## config.mk

```make
export PLATFORM = sky130hd
export DESIGN_NAME = debug_dump_tx_flat
export DESIGN_NICKNAME = d
export VERILOG_FILES = /design/src/rtl/debug_dump_tx_pkg.sv /design/src/rtl/debug_dump_tx_if.sv /design/src/rtl/debug_dump_tx_byte_sel.sv /design/src/rtl/debug_dump_tx.sv /design/src/flat_wrapper.sv
export SDC_FILE = /design/constraint.sdc
export NUM_CORES = 2
export LEC_CHECK = 0
export ABC_AREA = 1
export ABC_CLOCK_PERIOD_IN_PS = 127600
export BUFFER_PORTS_ARGS = -buffer_cell sky130_fd_sc_hd__buf_2
export CORE_AREA = 2 2 561 563
export CTS_CLUSTER_SIZE = 25
export DETAILED_ROUTE_END_ITERATION = 8
export DIE_AREA = 0 0 563 565
export PLACE_DENSITY = 0.41
export SYNTH_ARGS = -nofsm -noshare
export SYNTH_HDL_FRONTEND = slang
export SYNTH_SLANG_ARGS = --single-unit
```

## constraint.sdc

```tcl
create_clock -name i_clk -period 127.6 [get_ports i_clk]
set_clock_uncertainty 0.05 [all_clocks]
set_input_delay 12.76 -clock i_clk [delete_from_list [all_inputs] [get_ports i_clk]]
set_output_delay 12.76 -clock i_clk [all_outputs]
set_load 0.01 [all_outputs]
```

## src/rtl/debug_dump_tx_pkg.sv

```systemverilog
// Shared types and constants for the debug dump transmitter: FSM states,
// frame section identifiers, header value and default section lengths.
package debug_pkg;

  typedef enum logic [2:0] {
    S_IDLE,
    S_LOAD,
    S_SEND,
    S_WAIT,
    S_MEM_ADDR,
    S_MEM_WAIT,
    S_FINISH
  } state_t;

  typedef enum logic [3:0] {
    SEC_HDR,
    SEC_PC,
    SEC_REGS,
    SEC_IF_ID,
    SEC_ID_EX,
    SEC_EX_MEM,
    SEC_MEM_WB,
    SEC_MEM,
    SEC_CKSUM
  } section_t;

  localparam logic [7:0] HEADER_BYTE = 8'hA5;

  // Bytes needed to carry a field of the given bit width, zero-padded.
  function automatic int bytes_of(input int width);
    return (width + 7) / 8;
  endfunction

  // Section lengths of the default-parameter frame (host-side reference).
  localparam int HDR_BYTES    = 1;
  localparam int PC_BYTES     = bytes_of(32);
  localparam int REGS_BYTES   = 32 * bytes_of(32);
  localparam int IF_ID_BYTES  = bytes_of(64);
  localparam int ID_EX_BYTES  = bytes_of(129);
  localparam int EX_MEM_BYTES = bytes_of(78);
  localparam int MEM_WB_BYTES = bytes_of(72);
  localparam int MEM_BYTES    = 64 * bytes_of(32);

endpackage

```

## src/rtl/debug_dump_tx_if.sv

```systemverilog
// UART TX handshake and data-memory debug read port of the dump engine.
// master = dump engine, slave = UART core / memory side.
interface debug_dump_tx_if #(
  parameter int SIZE       = 32,
  parameter int ADDR_WIDTH = 6
);
  logic [7:0]            tx_data;
  logic                  tx_start;
  logic                  tx_done;
  logic [ADDR_WIDTH-1:0] debug_addr;
  logic [SIZE-1:0]       debug_data;

  modport master (
    output tx_data, tx_start, debug_addr,
    input  tx_done, debug_data
  );

  modport slave (
    input  tx_data, tx_start, debug_addr,
    output tx_done, debug_data
  );
endinterface

```

## src/rtl/debug_dump_tx_byte_sel.sv

```systemverilog
// dump_byte_sel: combinational pick of byte i_idx from a byte-packed vector;
// out-of-range indices return 0.
module dump_byte_sel #(
  parameter int NUM_BYTES = 4,
  parameter int IDX_W     = 2
) (
  input  logic [8*NUM_BYTES-1:0] i_vec,
  input  logic [IDX_W-1:0]       i_idx,
  output logic [7:0]             o_byte
);
  always_comb begin
    o_byte = '0;
    for (int b = 0; b < NUM_BYTES; b++) begin
      if (32'(i_idx) == b) o_byte = i_vec[8*b +: 8];
    end
  end
endmodule

```

## src/rtl/debug_dump_tx.sv

```systemverilog
// debug_dump_tx: serialises a frozen processor snapshot plus data memory into a
// fixed little-endian UART frame. Define DEBUG_DUMP_CHECKSUM_EN for an XOR trailer byte.
module debug_dump_tx #(
  parameter int SIZE          = 32,
  parameter int NUM_REGISTERS = 32,
  parameter int MEM_SIZE      = 64,
  parameter int ADDR_WIDTH    = $clog2(MEM_SIZE),
  parameter int IF_ID_SIZE    = 64,
  parameter int ID_EX_SIZE    = 129,
  parameter int EX_MEM_SIZE   = 78,
  parameter int MEM_WB_SIZE   = 72,
  parameter logic [7:0] HEADER_BYTE = debug_pkg::HEADER_BYTE
) (
  input  logic                          i_clk,
  input  logic                          i_rst,
  input  logic                          i_start,
  input  logic [SIZE-1:0]               i_pc,
  input  logic [NUM_REGISTERS*SIZE-1:0] i_registers_debug,
  input  logic [IF_ID_SIZE-1:0]         i_IF_ID,
  input  logic [ID_EX_SIZE-1:0]         i_ID_EX,
  input  logic [EX_MEM_SIZE-1:0]        i_EX_MEM,
  input  logic [MEM_WB_SIZE-1:0]        i_MEM_WB,
  output logic                          o_busy,
  output logic                          o_done,
  debug_dump_tx_if.master               bus
);
  import debug_pkg::*;

  localparam int WORD_B     = bytes_of(SIZE);
  localparam int PC_OFF     = 1;
  localparam int REGS_OFF   = PC_OFF + WORD_B;
  localparam int IF_ID_OFF  = REGS_OFF + NUM_REGISTERS * WORD_B;
  localparam int ID_EX_OFF  = IF_ID_OFF + bytes_of(IF_ID_SIZE);
  localparam int EX_MEM_OFF = ID_EX_OFF + bytes_of(ID_EX_SIZE);
  localparam int MEM_WB_OFF = EX_MEM_OFF + bytes_of(EX_MEM_SIZE);
  localparam int MEM_OFF    = MEM_WB_OFF + bytes_of(MEM_WB_SIZE);
  localparam int CKSUM_OFF  = MEM_OFF + MEM_SIZE * WORD_B;
`ifdef DEBUG_DUMP_CHECKSUM_EN
  localparam int TRAILER_B  = 1;
`else
  localparam int TRAILER_B  = 0;
`endif
  localparam int FRAME_BYTES = CKSUM_OFF + TRAILER_B;
  localparam int SNAP_BYTES  = MEM_OFF;
  localparam int CNT_W       = $clog2(FRAME_BYTES + 1);
  localparam int SNAP_IDX_W  = $clog2(SNAP_BYTES);
  localparam int WB_W        = (WORD_B > 1) ? $clog2(WORD_B) : 1;
  localparam int K_W         = $clog2(MEM_SIZE + 1);
  localparam logic [WB_W-1:0] WB_LAST = WB_W'(WORD_B - 1);

  state_t                  state_q, state_d;
  logic [CNT_W-1:0]        byte_cnt_q, byte_cnt_d;
  logic [K_W-1:0]          k_q, k_d;
  logic [WB_W-1:0]         wbyte_q, wbyte_d;
  logic [7:0]              tx_data_q, tx_data_d;
  logic [ADDR_WIDTH-1:0]   debug_addr_q, debug_addr_d;
  logic [8*SNAP_BYTES-1:0] snap_q, snap_d;
  logic [SIZE-1:0]         word_q, word_d;

  logic        capture;
  logic [31:0] bc;
  section_t    sec;
  logic [7:0]  snap_byte, word_byte, load_byte;

  assign capture = (state_q == S_IDLE) && i_start;
  assign bc      = 32'(byte_cnt_q);

  // Header, PC, registers and latches as one byte-packed, zero-padded vector.
  always_comb begin
    snap_d = snap_q;
    if (capture) begin
      snap_d = '0;
      snap_d[7:0] = HEADER_BYTE;
      snap_d[8*PC_OFF +: SIZE]                     = i_pc;
      snap_d[8*REGS_OFF +: NUM_REGISTERS*SIZE]     = i_registers_debug;
      snap_d[8*IF_ID_OFF +: IF_ID_SIZE]            = i_IF_ID;
      snap_d[8*ID_EX_OFF +: ID_EX_SIZE]            = i_ID_EX;
      snap_d[8*EX_MEM_OFF +: EX_MEM_SIZE]          = i_EX_MEM;
      snap_d[8*MEM_WB_OFF +: MEM_WB_SIZE]          = i_MEM_WB;
    end
  end

  // NOTE: snapshot and word buffer are pure data written before use, so they carry no reset.
  always_ff @(posedge i_clk) begin
    snap_q <= snap_d;
    word_q <= word_d;
  end

  always_comb begin
    sec = SEC_HDR;
    if      (bc >= 32'(CKSUM_OFF))  sec = SEC_CKSUM;
    else if (bc >= 32'(MEM_OFF))    sec = SEC_MEM;
    else if (bc >= 32'(MEM_WB_OFF)) sec = SEC_MEM_WB;
    else if (bc >= 32'(EX_MEM_OFF)) sec = SEC_EX_MEM;
    else if (bc >= 32'(ID_EX_OFF))  sec = SEC_ID_EX;
    else if (bc >= 32'(IF_ID_OFF))  sec = SEC_IF_ID;
    else if (bc >= 32'(REGS_OFF))   sec = SEC_REGS;
    else if (bc >= 32'(PC_OFF))     sec = SEC_PC;
  end

  dump_byte_sel #(.NUM_BYTES(SNAP_BYTES), .IDX_W(SNAP_IDX_W)) u_snap_sel (
    .i_vec  (snap_q),
    .i_idx  (byte_cnt_q[SNAP_IDX_W-1:0]),
    .o_byte (snap_byte)
  );

  dump_byte_sel #(.NUM_BYTES(WORD_B), .IDX_W(WB_W)) u_word_sel (
    .i_vec  (word_q),
    .i_idx  (wbyte_q),
    .o_byte (word_byte)
  );

`ifdef DEBUG_DUMP_CHECKSUM_EN
  logic [7:0] cksum_q, cksum_d;

  always_comb begin
    cksum_d = cksum_q;
    if (capture)                 cksum_d = '0;
    else if (state_q == S_SEND)  cksum_d = cksum_q ^ tx_data_q;
  end

  always_ff @(posedge i_clk or posedge i_rst) begin
    if (i_rst) cksum_q <= '0;
    else       cksum_q <= cksum_d;
  end
`endif

  always_comb begin
    load_byte = snap_byte;
    case (sec)
      SEC_MEM:   load_byte = word_byte;
`ifdef DEBUG_DUMP_CHECKSUM_EN
      SEC_CKSUM: load_byte = cksum_q;
`endif
      default:   ;
    endcase
  end

  // NOTE: every signal gets its hold value first so no path through the case infers a latch.
  always_comb begin
    state_d      = state_q;
    byte_cnt_d   = byte_cnt_q;
    k_d          = k_q;
    wbyte_d      = wbyte_q;
    tx_data_d    = tx_data_q;
    debug_addr_d = debug_addr_q;
    word_d       = word_q;
    case (state_q)
      S_IDLE: begin
        debug_addr_d = '0;
        if (i_start) begin
          state_d    = S_LOAD;
          byte_cnt_d = '0;
          k_d        = '0;
          wbyte_d    = '0;
        end
      end
      S_LOAD: begin
        tx_data_d = load_byte;
        state_d   = S_SEND;
      end
      S_SEND: state_d = S_WAIT;
      S_WAIT: begin
        if (bus.tx_done) begin
          byte_cnt_d = byte_cnt_q + 1'b1;
          if (sec == SEC_MEM) wbyte_d = (wbyte_q == WB_LAST) ? '0 : wbyte_q + 1'b1;
          if (bc == 32'(FRAME_BYTES - 1)) begin
            state_d = S_FINISH;
          end else if (bc == 32'(MEM_OFF - 1) ||
                       (sec == SEC_MEM && wbyte_q == WB_LAST && bc != 32'(CKSUM_OFF - 1))) begin
            // Address is presented for all of MEM_ADDR so the read has a full cycle.
            state_d      = S_MEM_ADDR;
            debug_addr_d = k_q[ADDR_WIDTH-1:0];
          end else begin
            state_d = S_LOAD;
          end
        end
      end
      S_MEM_ADDR: state_d = S_MEM_WAIT;
      S_MEM_WAIT: begin
        word_d  = bus.debug_data;
        k_d     = k_q + 1'b1;
        state_d = S_LOAD;
      end
      S_FINISH: state_d = S_IDLE;
      default:  state_d = S_IDLE;
    endcase
  end

  always_ff @(posedge i_clk or posedge i_rst) begin
    if (i_rst) begin
      state_q      <= S_IDLE;
      byte_cnt_q   <= '0;
      k_q          <= '0;
      wbyte_q      <= '0;
      tx_data_q    <= '0;
      debug_addr_q <= '0;
    end else begin
      state_q      <= state_d;
      byte_cnt_q   <= byte_cnt_d;
      k_q          <= k_d;
      wbyte_q      <= wbyte_d;
      tx_data_q    <= tx_data_d;
      debug_addr_q <= debug_addr_d;
    end
  end

  assign bus.tx_data    = tx_data_q;
  assign bus.tx_start   = (state_q == S_SEND);
  assign bus.debug_addr = debug_addr_q;
  assign o_busy         = (state_q != S_IDLE) && (state_q != S_FINISH);
  assign o_done         = (state_q == S_FINISH);

endmodule

```

## src/flat_wrapper.sv

```systemverilog
// flat-port wrapper written by rule: the top's interface ports become plain ports
module debug_dump_tx_flat import debug_pkg::*;
#(
  parameter int SIZE          = 32,
  parameter int NUM_REGISTERS = 32,
  parameter int MEM_SIZE      = 64,
  parameter int ADDR_WIDTH    = $clog2(MEM_SIZE),
  parameter int IF_ID_SIZE    = 64,
  parameter int ID_EX_SIZE    = 129,
  parameter int EX_MEM_SIZE   = 78,
  parameter int MEM_WB_SIZE   = 72,
  parameter logic [7:0] HEADER_BYTE = debug_pkg::HEADER_BYTE
)
  (i_clk, i_rst, i_start, i_pc, i_registers_debug, i_IF_ID, i_ID_EX, i_EX_MEM, i_MEM_WB, o_busy, o_done, bus_tx_data, bus_tx_start, bus_debug_addr, bus_tx_done, bus_debug_data);
  debug_dump_tx_if #(.SIZE(SIZE), .ADDR_WIDTH(ADDR_WIDTH)) bus_i ();
  input  logic i_clk;
  input  logic i_rst;
  input  logic i_start;
  input  logic [SIZE-1:0] i_pc;
  input  logic [NUM_REGISTERS*SIZE-1:0] i_registers_debug;
  input  logic [IF_ID_SIZE-1:0] i_IF_ID;
  input  logic [ID_EX_SIZE-1:0] i_ID_EX;
  input  logic [EX_MEM_SIZE-1:0] i_EX_MEM;
  input  logic [MEM_WB_SIZE-1:0] i_MEM_WB;
  output logic o_busy;
  output logic o_done;
  output wire logic [$bits(bus_i.tx_data)-1:0] bus_tx_data;
  output wire logic [$bits(bus_i.tx_start)-1:0] bus_tx_start;
  output wire logic [$bits(bus_i.debug_addr)-1:0] bus_debug_addr;
  input wire logic [$bits(bus_i.tx_done)-1:0] bus_tx_done;
  input wire logic [$bits(bus_i.debug_data)-1:0] bus_debug_data;
  assign bus_tx_data = bus_i.tx_data;
  assign bus_tx_start = bus_i.tx_start;
  assign bus_debug_addr = bus_i.debug_addr;
  assign bus_i.tx_done = bus_tx_done;
  assign bus_i.debug_data = bus_debug_data;
  debug_dump_tx #(.SIZE(SIZE), .NUM_REGISTERS(NUM_REGISTERS), .MEM_SIZE(MEM_SIZE), .ADDR_WIDTH(ADDR_WIDTH), .IF_ID_SIZE(IF_ID_SIZE), .ID_EX_SIZE(ID_EX_SIZE), .EX_MEM_SIZE(EX_MEM_SIZE), .MEM_WB_SIZE(MEM_WB_SIZE), .HEADER_BYTE(HEADER_BYTE)) u_core (.i_clk(i_clk), .i_rst(i_rst), .i_start(i_start), .i_pc(i_pc), .i_registers_debug(i_registers_debug), .i_IF_ID(i_IF_ID), .i_ID_EX(i_ID_EX), .i_EX_MEM(i_EX_MEM), .i_MEM_WB(i_MEM_WB), .o_busy(o_busy), .o_done(o_done), .bus(bus_i));
endmodule
```

======== Word-level counts from Yosys, hierarchy flattened ========
Cells that the tools add are included.
operators by class
  reductions and logical operators ........ 16
  eq/ne operators ......................... 195
  add/sub/neg operators ................... 3
  multiplexer cells ....................... 209
  order comparisons ....................... 8
operators with widths
  cell                                                                   number
  8-bit 2-to-1 mux                                                       182
  8-bit by 7-bit == test with 1-bit output, second input constant        64
  8-bit == test, second input constant                                   49
  8-bit by 6-bit == test with 1-bit output, second input constant        32
  8-bit by 5-bit == test with 1-bit output, second input constant        16
  8-bit by 4-bit == test with 1-bit output, second input constant        8
  9-bit by 8-bit >= comparator with 1-bit output, second input constant  5
  8-bit by 3-bit == test with 1-bit output, second input constant        4
  4-bit 2-to-1 mux                                                       7
  6-bit 2-to-1 mux                                                       3
  9-bit 2-to-1 mux                                                       2
  3-bit one-hot mux with 6 select lines                                  1
  9-bit one-hot mux with 2 select lines                                  1
  8-bit by 2-bit == test with 1-bit output, second input constant        2
  7-bit one-hot mux with 2 select lines                                  1
  3-bit 2-to-1 mux                                                       4
  6-bit one-hot mux with 2 select lines                                  1
  9-bit by 1-bit adder with 9-bit output, second input constant          1
  3-bit == test, second input constant                                   3
  9-bit by 8-bit == test with 1-bit output, second input constant        1
  9-bit == test, second input constant                                   1
  9-bit by 1-bit >= comparator with 1-bit output, second input constant  1
  9-bit by 3-bit >= comparator with 1-bit output, second input constant  1
  9-bit >= comparator, second input constant                             1
  other kinds (26)                                                       40
storage, ports and cells
  output and inout port bits .............. 17
  input port bits ......................... 1435
  register bits ........................... 1466

======== Depth between registers and ports, before layout ========
  word-level depth ........................ 179
  mapped depth ............................ 185

======== Cells and area by module ========
Synthesis repeated with hierarchy kept, for this count alone.
unflattened totals
  cells, all modules ...................... 5272
  area, all modules ....................... 59594.7 um^2
by module, submodules not included
  module                             cells each  instances  sequential area each (um^2)  area an instance (um^2)
  debug_dump_tx                      1682        1          43822.0                      44819.2
  dump_byte_sel (u_core.u_snap_sel)  3543        1          0.0                          14511.4
  dump_byte_sel (u_core.u_word_sel)  47          1          0.0                          264.0

======== Worst setup path before layout ========
Ideal clock, no wire load.
  kind .................................... input to register
  start ................................... in i_start
  end ..................................... reg u_core.byte_cnt_q[6]
  setup time .............................. 2319 ps
  path buffers ............................ 0
  arrival ................................. 80732 ps
  path slack .............................. 44499 ps
  cell stages on the path ................. 7
  cell sequence ........................... inv_1 > nor2_1 > inv_1 > nand2_1 > nand2_1 > xor2_1 > nor2_1
between the ends
  longest elaborated chain between the ends .. 2
RTL lines
  element                          RTL line              RTL
  from (decl)                      flat_wrapper.sv:18    input logic i_start;
  2-bit inequality test (no line)  --
  3-bit AND reduction (no line)    --
  to (signal assigned)             debug_dump_tx.sv:200  byte_cnt_q <= byte_cnt_d;
  to (decl)                        debug_dump_tx.sv:52   logic [CNT_W-1:0] byte_cnt_q, byte_cnt_d;
Every way passes these cells.
A chain may end at the register's enable or synchronous reset.

======== Worst setup path after layout ========
  start ................................... in i_start
  end ..................................... reg u_core.snap_q[739] (enable)
between the ends
  longest elaborated chain between the ends .. 1
RTL lines
  element                   RTL line             RTL
  1-bit logical AND         debug_dump_tx.sv:65  assign capture = (state_q == S_IDLE) && i_start;
  named net u_core.capture  debug_dump_tx.sv:60  logic capture;
  to (signal assigned)      debug_dump_tx.sv:85  snap_q <= snap_d;
  to (decl)                 debug_dump_tx.sv:57  logic [8*SNAP_BYTES-1:0] snap_q, snap_d;
The timed path passes the listed nets, and every way through them passes these cells.

==> run summary <==
Port Buffer Count - 1,451
Syn Nets - 8,235
Logic pwr share - 0.231
Setup TNS - 0 ns
Initial antenna violation count - 273
Final worst setup slack - 110.26 ns
Synthesized cell area - 65,800 µm²
DP Wirelength - 237 mm
Power Dens Cells - 18.0 nW/µm²
Cells after Synth - 6,790
Worst vdd ir - 0.0000115 V
Worst skew pair latency - 0.86 ns
Hold path endpoint - u_core.bus.debug_addr[2]
Max_cap viols - 0
Sw frac - 0.333
Final GP Congestion - 0.892
Distinct cells, synth - 37
Sequential cell area - 43,800 µm²
Final setup vio count - 0
Synth top area share - 0.653
Area post-placement - 78,200 µm²
Slew Viols, Final - 0
Crit end category - flop
IO Count - 1,452
Pre-antenna DRT Iters - 8
FF+latch count, synth - 1,465
Status - complete, no violations
Vias in the first global route - 51.9k
Number of enable flip-flop cells after synthesis - 1,431
Fmax - 57.7 MHz
Avg Cell Area, Syn - 9.69 µm²
Design Power - 0.00152 W
Final #Nets - 9,728
Worst min-delay path startpoint - u_core.bus.debug_addr[2]
Seq/Total Area, Yosys - 0.666
Setup bufs post-CTS - 0
Wire length per cell - 23.7 µm
Crit Path Category - input port to flop
Num CTS Buffers - 179
DR iter-0 viols - 3,858
Total wire length - 300 mm
Post-layout util - 0.270
R2R Path End - u_core.bus.tx_data[2]
Congestion Overflow GR - 0
Reg power frac - 0.436
Reg2reg start - u_core.byte_cnt_q[0]
Hold_buf cts - 0
Vias per cell - 4.12
CTS Buffer Depth - 4
Synth top cells by count - 2,399 x nand2_1, 1,431 x edfxtp_1, 1,255 x inv_1
Initial core utilization - 0.211
Worst Setup Start Kind - input port
First-pass GRT wire length - 403 mm
Psw - 0.000506 W
Post-synth top flop - edfxtp_1
CP Max Fanout - 141
H-tree depth - 4
Die Wd - 563 µm
Final period util - 0.136
Area Growth Syn to Fin - 27.9%
Final instance area - 84,200 µm²
Worst hold-check path type - flop to flop
Via count - 52.3k
Reg2reg setup slack - 112.19 ns
Slew headroom - 0.258
Clock sinks - 1,465
Clk root buf - clkbuf_16
Critical path data required time - 128.01 ns
Most common cell in the netlist - nand2_1
RSZ-0062 raised after global routing - false
Die area - 318,000 µm²
Worst Tran Pin Value - 1.11 ns
Tmin final - 17.34 ns
DRC Markers - 0
Tot GR Track Use - 0.181
Worst Hold Path Cells - 2
Chip height - 565 µm
Post_cts resized - 0
P_int - 0.00101 W
Clk slew on worst S/H paths - 0.06 ns
Area leader, netlist - edfxtp_1
Clock power share - 0.332
Layout fillers - 33.6k
Multi-input logic area - 16,500 µm²
Synth area leaders - edfxtp_1 65%, nand2_1 14%, inv_1 7.2%, o21ai_0 3.8%, nand3_1 3.5%
CTS tree - built
Pre-CTS WS - 109.35 ns
Pin count of the biggest net entering global routing - 142
Async set or reset register ratio after synthesis - 0.0232
Share of layout cells above drive strength 1 - 0.233
Cell Rows - 205
Yosys warns - 0
Lkg Pwr - 35.7 nW
Antenna-violating nets left - 0
Core area - 311,000 µm²
FF-to-FF path depth - 187
Crit path DAT - 17.75 ns
Hold Fails Final Rpt - 0
==> power by group through the flow <==
stage / sequential, W / combinational (W) / clock [W]
finish: 0.000662 / 0.000351 / 0.000504
CTS: 0.000663 / 0.000363 / 0.000519
floorplan: 0.000909 / 0.000181 / 0
global route: 0.000669 / 0.000395 / 0.000537
detailed placement: 0.000672 / 0.000362 / 0
global placement: 0.000671 / 0.000362 / 0
==> layout make-up <==
| class | instances | area share |
|---|---|---|
| sequential | 1465 | 0.521 |
| multi-input combinational | 3840 | 0.196 |
| timing repair buffer | 1531 | 0.0939 |
| tap | 4140 | 0.0615 |
| inverter | 1266 | 0.0566 |
| clock buffer | 216 | 0.0551 |
| clock inverter | 105 | 0.0123 |
| antenna | 132 | 0.00392 |
==> through the flow <==
step	std cells	hold slack, ns
after global placement	12200	0.422
after floorplan	6790	0.426
after CTS	12600	0.437
final	12700	0.437
after detailed placement	12200	0.423
after global routing	12600	0.488
==> worst max-delay path, cell delays in order <==
cell and delay [ns]:
buf_2 0.09, inv_1 0.06, nor2_4 0.54, buf_12 0.48, buf_4 0.75, buf_4 0.96, buf_4 0.77, buf_4 0.82
==> cells in the final DEF (no fill, tap or decap), types with 2 or more instances in the layout <==
cell type | synthesis | layout
a21boi_1 | 4 | 4
edfxtp_1 | 1431 | 1431
clkinv_4 | 0 | 2
o21ai_0 | 503 | 503
nor2_1 | 167 | 153
nand3_1 | 459 | 459
clkinv_16 | 0 | 4
nor3_1 | 7 | 6
clkinvlp_4 | 0 | 9
o21ai_1 | 7 | 7
buf_2 | 6 | 1451
buf_12 | 0 | 3
o22ai_1 | 3 | 3
bufinv_16 | 0 | 14
clkinv_2 | 0 | 31
inv_6 | 0 | 7
inv_1 | 1255 | 1250
nand2_1 | 2399 | 2399
or2_0 | 5 | 5
ha_1 | 10 | 10
diode_2 | 0 | 132
o211ai_1 | 2 | 2
nand2_2 | 4 | 4
nor2_4 | 4 | 18
or2_2 | 131 | 131
clkbuf_16 | 0 | 180
clkinv_1 | 2 | 37
buf_4 | 0 | 77
inv_2 | 9 | 10
inv_4 | 0 | 3
clkinv_8 | 0 | 3
xor2_1 | 2 | 2
nor2_2 | 10 | 10
dfrtp_1 | 34 | 34
a21oi_1 | 103 | 103
a22oi_1 | 9 | 9
clkbuf_1 | 176 | 36
==> kinds of logic after synthesis <==
logic type | Yosys count | synth area share
compound gates | 638 | 0.0495
xor+xnor | 2 | 0.000266
simple gates | 3190 | 0.197
fa+ha+maj | 10 | 0.00190
buf+inv | 1485 | 0.0848
flops | 1465 | 0.666
==> state kept, by name, indices dropped and copies added (netlist names) <==
register	count
u_core.snap_q	1399
u_core.word_q	32
u_core.byte_cnt_q	9
u_core.bus.tx_data	8
u_core.bus.debug_addr	6
u_core.k_q	6
u_core.state_q	3
u_core.wbyte_q	2
==> worst max path at each step <==
stage | cells past startpoint | end | startpoint | slack [ns]
2_1_floorplan | 7 | u_core.byte_cnt_q[6] | i_start | 44.50
3_3_place_gp | 8 | u_core.snap_q[732] | i_start | 109.47
3_5_place_dp | 8 | u_core.snap_q[764] | i_start | 109.35
4_1_cts | 8 | u_core.snap_q[739] | i_start | 110.29
5_1_grt | 8 | u_core.snap_q[739] | i_start | 109.93
6_report | 8 | u_core.snap_q[739] | i_start | 110.26
==> metal layers <==
layer | part of all wire | track usage
met4 | 0.040 | 0.0702
met3 | 0.068 | 0.0419
met2 | 0.47 | 0.304
met1 | 0.42 | 0.225
met5 | 0.0024 | 0
(Power assumes the default switching activity.)
